--- src/rtl/channel_head.sv ---
// Byte FIFO for one RS232 channel direction. It has a registered read port,
// sticky overflow/underflow flags and a priority level derived from occupancy.
module channel_head #(
    parameter int DATA_W          = 8,
    parameter int PRIORITY_LEVELS = 8,
    parameter int DEPTH           = 16
) (
    input  logic                               clk,
    input  logic                               rst_n,
    input  logic                               channel_enable,
    input  logic                               clear_errors,
    input  logic [DATA_W-1:0]                  channel_data_in,
    input  logic                               commit_channel_data_in,
    output logic [DATA_W-1:0]                  channel_data_out,
    input  logic                               commit_channel_data_read,
    output logic [$clog2(PRIORITY_LEVELS)-1:0] channel_priority,
    output logic                               write_error,
    output logic                               read_error
);

    localparam int PRIO_W = $clog2(PRIORITY_LEVELS);
    localparam int AW     = $clog2(DEPTH);
    localparam int PW     = AW + PRIO_W + 1;

    logic [DATA_W-1:0] mem [DEPTH];
    logic [AW-1:0]     wr_ptr;
    logic [AW-1:0]     rd_ptr;
    logic [AW:0]       count;
    logic              full;
    logic              empty;
    logic              do_read;
    logic              do_write;
    logic              read_fail;
    logic              write_fail;
    logic [PW-1:0]     prio_num;

    assign full  = (count == (AW+1)'(DEPTH));
    assign empty = (count == '0);

    // A read frees a slot in the same cycle, so a write to a full FIFO still lands.
    assign do_read    = channel_enable && commit_channel_data_read && !empty;
    assign do_write   = channel_enable && commit_channel_data_in && (!full || do_read);
    assign read_fail  = channel_enable && commit_channel_data_read && empty;
    assign write_fail = channel_enable && commit_channel_data_in && !do_write;

    always_ff @(posedge clk) begin
        if (do_write) begin
            mem[wr_ptr] <= channel_data_in;
        end
    end

    always_ff @(posedge clk or negedge rst_n) begin
        if (!rst_n) begin
            wr_ptr           <= '0;
            rd_ptr           <= '0;
            count            <= '0;
            channel_data_out <= '0;
        end else begin
            if (do_write) begin
                wr_ptr <= wr_ptr + 1'b1;
            end
            if (do_read) begin
                rd_ptr           <= rd_ptr + 1'b1;
                channel_data_out <= mem[rd_ptr];
            end
            if (do_write && !do_read) begin
                count <= count + 1'b1;
            end else if (do_read && !do_write) begin
                count <= count - 1'b1;
            end
        end
    end

    // A set event in the same cycle as clear_errors takes precedence over the clear.
    always_ff @(posedge clk or negedge rst_n) begin
        if (!rst_n) begin
            write_error <= 1'b0;
            read_error  <= 1'b0;
        end else if (channel_enable) begin
            if (write_fail) begin
                write_error <= 1'b1;
            end else if (clear_errors) begin
                write_error <= 1'b0;
            end
            if (read_fail) begin
                read_error <= 1'b1;
            end else if (clear_errors) begin
                read_error <= 1'b0;
            end
        end
    end

    // Ceiling of count*(levels-1)/DEPTH, which is non-zero whenever any word is held.
    assign prio_num         = PW'(count) * PW'(PRIORITY_LEVELS - 1) + PW'(DEPTH - 1);
    assign channel_priority = PRIO_W'(prio_num >> AW);

endmodule

--- config.mk ---
export PLATFORM = sky130hd
export DESIGN_NAME = channel_head
export DESIGN_NICKNAME = d
export VERILOG_FILES = /design/src/rtl/channel_head.sv
export SDC_FILE = /design/constraint.sdc
export NUM_CORES = 1
export LEC_CHECK = 0
export ABC_CLOCK_PERIOD_IN_PS = 2750
export BUFFER_PORTS_ARGS = -buffer_cell sky130_fd_sc_hd__buf_2
export CORE_MARGIN = 2
export CORE_UTILIZATION = 37
export CTS_CLUSTER_DIAMETER = 80
export DETAILED_ROUTE_END_ITERATION = 8
export HOLD_SLACK_MARGIN = 0.08
export MAX_ROUTING_LAYER = met4
export SLEW_MARGIN = 25
export SYNTH_ARGS = -nofsm -noshare
export SYNTH_HDL_FRONTEND = slang
export SYNTH_SLANG_ARGS = --single-unit
--- constraint.sdc ---
create_clock -name clk -period 2.75 [get_ports clk]
set_input_delay 0.55 -clock clk [delete_from_list [all_inputs] [get_ports clk]]
set_output_delay 0.55 -clock clk [all_outputs]
set_load 0.1 [all_outputs]
======== After elaboration in Yosys (flattened, before gate mapping) ========
Memory sizes are Yosys's and may differ from the RTL's. A register that Yosys moved wholly into a read port is not among the register bits.
Index checks and enable logic that the tools add are counted.
storage, ports and cells
  register bits after elaboration ......... 15
  RAM bits ................................ 128
  bits of input ports ..................... 14
  word-level logic and storage cells ...... 40
  memories ................................ 1
memory list
  name  words  width  read ports  clocked after memory_dff  write ports  RTL line  text
  mem   16     8      1           1                         1            25        logic [DATA_W-1:0] mem [DEPTH];
operators by class
  add/sub/neg operators ................... 5
  multipliers ............................. 1
  equal/unequal tests ..................... 1
  muxes and demuxes ....................... 7
  reduce and logical (&&, ||, !) cells .... 20
operators by type and width
  kind                                                                number
  5-bit two-way mux                                                   2
  4-bit by 1-bit adder with 4-bit output, second input constant       2
  1-bit logical AND                                                   8
  7-bit by 4-bit adder with 7-bit output, second input constant       1
  5-bit by 3-bit multiplier with 7-bit output, second input constant  1
  2-bit nonzero test                                                  3
  5-bit by 1-bit adder with 5-bit output, second input constant       1
  5-bit equality test, second input constant                          1
  1-bit zero test                                                     5
  5-bit zero test                                                     1
  1-bit two-way mux                                                   5
  5-bit by 1-bit subtractor with 5-bit output, second input constant  1
  2-bit AND reduction                                                 2
  1-bit logical OR                                                    1

======== Logic depth before layout (Yosys ltp) ========
  word-level depth ........................ 9
  gate-level depth with buffers ........... 13
  depth with buffers taken out ............ 12

======== Worst setup path before layout ========
Ideal clock, no wire load.
  path kind ............................... reg-to-output
  from .................................... register count[2]
  to ...................................... output port channel_priority[2]
  data arrival time ....................... 2.549 ns
  data required time ...................... 2.200 ns
  setup slack ............................. -0.349 ns
  cell stages (with the launch flop) ...... 11
  path buffers ............................ 1
  cell sequence ........................... dfrtp_1 > inv_1 > ha_1 > fa_1 > inv_1 > ha_1 > a21oi_1 > o21bai_1 > a21oi_1 > xnor2_1 > buf_4
between the ends
  cells in the longest elaborated chain, start to end .. 2
RTL lines
  what                                         RTL line  text
  from (decl)                                  28        logic [AW:0] count;
  from (signal assigned)                       67        count <= count + 1'b1;
  from (signal assigned)                       69        count <= count - 1'b1;
  5-bit by 3-bit multiplier with 7-bit output  94        assign prio_num = PW'(count) * PW'(PRIORITY_LEVELS - 1) + PW'(DEPTH - 1);
  7-bit by 4-bit adder with 7-bit output       94
  to (decl)                                    16        output logic [$clog2(PRIORITY_LEVELS)-1:0] channel_priority,
Every way passes these cells.

======== Worst setup path in the final report ========
Same ends and word-level chain as after synthesis.

==> flow_summary_export.csv <==
group,metric,value,unit
logic_synthesis,synth_enable_flop_cells,128,
logic_synthesis,post-synth-top-count-cell,"edfxtp_1",
floorplanning,initial_utilization,0.3738,
logic_synthesis,synth_top_flop_cell,"edfxtp_1",
place,dpl.cell_count,636,
cells_and_area,final_core_util,0.4559,
cells_and_area,post_layout_instance_count_excluding_filler_cells,672,
place,place.detailed.hpwl,8485,um
floorplanning,fp.dieArea,18360,um^2
logic_synthesis,synth_common_cells,"128 x edfxtp_1, 29 x mux4_2, 28 x nand2_1",
logic_synthesis,post_synth_xor_area_fraction,0.02190,
grt,antenna_violations_before_repair,1,
cts,clock-root-buffer,"clkbuf_16",
cts,cts_inserted_buffers,17,
place,routabilityCongestion,0.8157,
logic_synthesis,post_synth_cell_types,35,
cells_and_area,area.growth.synth_to_final,21.98,%
logic_synthesis,ys_seq_elements,151,
cts,worstSkewPairLatency,0.42,ns
routing,detail_route.iter0.violations,187,
routing,detail_route.first_pass.iterations,4,
cells_and_area,final_net_count,474,
cts,h-tree-depth,4,
flow_run,max-cap-violations,0,
grt,grt_use_total,0.1548,
floorplanning,chipWidth,135.5,um
logic_synthesis,synth_compound_gate_area_share,0.03149,
logic_synthesis,synth.yosys.seq_area_share,0.6908,
sta,max_freq,0.3138,GHz
floorplanning,core_area,17120,um^2
routing,wire_per_inst,18.94,um
sta,final.setup.worst_slack,-0.4366,ns
outcome,failed_checks,"setup timing",
routing,drt-met1-wl,5479,um
logic_synthesis,yosysTopAreaCellShare,0.6008,
place,placement.setup.worst_slack,-0.1630,ns
logic_synthesis,mappedNetlistNets,402,
outcome,outcome,"finished with violations",
logic_synthesis,dominant_combinational_cell_family_by_area_after_synthesis,"multiplexers",
routing,met3_wl_post_dr,793,um
setup_path,criticalPathCategory,"register to output port",
routing,route.antenna.remaining_nets,0,
min_path,hp-class,"primary input to asynchronous set/reset pin",
sta,final_min_period_over_clock_period,1.159,
grt,grt_first_pass_wirelength,19970,um
sta,layout_min_cycle_time,3.187,ns
setup_path,worst-path-max-fanout,4,
sta,setup_tns,-1.135,ns
logic_synthesis,synth_fa_ha_area_frac,0.05750,
cells_and_area,final_layout_size_suffix_gt1_frac,0.3543,
logic_synthesis,ys.warnings.count,0,
logic_synthesis,yosysTopAreaCell,"edfxtp_1",
floorplanning,ios,27,
cts,hold_buffers_post_cts,0,
grt,grt_overflow_total,0,
grt,maximum_number_of_pins_on_one_net_before_global_route_repair,35,
logic_synthesis,yosys-mux-area-fraction,0.1295,
cts,cts.path.max_buffers,2,
sta,final-setup-viol-count,3,
floorplanning,std_cell_rows,48,
routing,vias_per_cell,5.006,
cts,worst_setup_hold_path_clk_slew,0.06,ns
logic_synthesis,synthCells,361,
setup_path,critical_path_arrival,2.64,ns
logic_synthesis,syn_avg_cell_area,17.72,um^2
logic_synthesis,synthArstFlopShare,0.1523,
logic_synthesis,post_synth_and_or_nand_nor_area_fraction,0.04342,
sta,setup_repair_after_global_routing_missed_its_margin,"true",
logic_synthesis,synthesis.area,6397,um^2
setup_path,critPathRequiredTime,2.20,ns
setup_path,critPathLaunchType,"register",
routing,routed-via-count,3364,
cts,tritoncts_clock_tree,"done",
routing,highest_signal_layer,"met4",
sta,maxSlewHeadroom,0.4674,
sta,timing.final.max_slew_violations,0,
setup_path,setup.worst_path.end_class,"output port",
floorplanning,die_height,135.5,um
logic_synthesis,most_area_consuming_cells_after_synthesis,"edfxtp_1 60%, mux4_2 10%, dfrtp_1 9.0%",
grt,number_of_global_route_vias_before_repair,3569,
place,io_buffers,26,
routing,drc_errors,0,
cts,cts.sink_count,151,
routing,wirelength,12730,um
sta,timing_hold_violations_final,0,
routing,detailroute.wirelength.met2,6317,um
sta,clock_skew,0.008127,ns
sta,worst_tran_pin_value,0.7972,ns
worst paths after layout:
kind                                       endpoint  cells after the start                      from  slack, ns
worst max-delay path            channel_priority[2]                     10                  count[2]      -0.44
worst min-delay path                       count[0]                      1                     rst_n       0.14
worst max register to register             count[4]                     14                  count[2]       0.15
worst min register to register           read_error                      2                read_error       0.48
max in group asynchronous                 rd_ptr[0]                      1                     rst_n       2.21
min in group clk                         read_error                      3  commit_channel_data_read       0.42
layout by cell type (no fill, tap or decap), types with 2 or more instances in the layout:
| master | instances |
|---|---|
| a21o_1 | 2 |
| xnor2_1 | 8 |
| nor2_1 | 15 |
| inv_6 | 2 |
| xnor2_2 | 3 |
| nor3_1 | 5 |
| a21oi_2 | 2 |
| and3_1 | 2 |
| mux4_1 | 3 |
| mux2_2 | 5 |
| clkinv_2 | 4 |
| clkinv_4 | 3 |
| nand3_1 | 2 |
| dfrtp_1 | 23 |
| a22oi_1 | 13 |
| clkinvlp_4 | 2 |
| buf_2 | 23 |
| edfxtp_1 | 128 |
| clkbuf_8 | 2 |
| inv_1 | 8 |
| ha_1 | 18 |
| xor2_1 | 5 |
| nand2b_1 | 2 |
| ha_4 | 5 |
| o311ai_0 | 3 |
| inv_2 | 9 |
| mux2i_1 | 4 |
| clkbuf_16 | 17 |
| o21ai_0 | 7 |
| nand2_1 | 28 |
| buf_4 | 42 |
| buf_12 | 5 |
| fa_1 | 4 |
| mux4_2 | 29 |
kinds of logic (layout without fill, tap and decap cells):
kind of cell,after synthesis,after routing
mux,41,41
compound gates,30,30
fa+ha+maj,27,27
buf+inv,34,119
xor+xnor,16,16
flops,151,151
other cells,0,1
simple gates,62,62
flip-flops by register name (all words and copies together) (netlist names):
name              count
count                 5
write_error           1
channel_data_out      8
rd_ptr                4
read_error            1
wr_ptr                4
mem                 128
critical path, cell delays in order (launching register included):
cell and delay, ns:
dfrtp_1 0.38, inv_2 0.11, ha_4 0.21, fa_1 0.49, inv_2 0.05, ha_4 0.21, a21oi_4 0.15, o21bai_4 0.08
a21oi_2 0.19, xnor2_2 0.15, buf_12 0.20
repair_timing:
item | in CTS | in global routing
buffers inserted | 0 | 3
setup endpoints to repair | 3 | 4
gates resized for setup | 3 | 14
pin swaps | 2 | 10
cell type report:
cell class | count | area, um^2
flip-flops and latches | 151 | 4419
fillers | 1486 | 9313
multi-input cells | 176 | 1933
clock buffers | 19 | 452.9
inverters | 17 | 63.81
well taps | 225 | 281.5
diodes | 1 | 2.502
repair buffers | 70 | 530.5
clock inverters | 13 | 120.1
metal layers:
metal,GRT usage,up-vias
li1,-,1536
met1,0.1892,1720
met2,0.2417,94
met3,0.05088,14
met4,0.05787,0
met5,-,-
stage by stage:
stage / hold WS, ns / instance area [um^2]
after global placement: 0.4629 / 7129
after floorplan: 0.2544 / 6446
after detailed placement: 0.4646 / 7129
final: 0.1374 / 7804
after CTS: 0.1423 / 7722
after global routing: 0.1693 / 7804
Power is not shown: default switching activity piles up to over one toggle a cycle in this logic, so the estimate is an artifact.
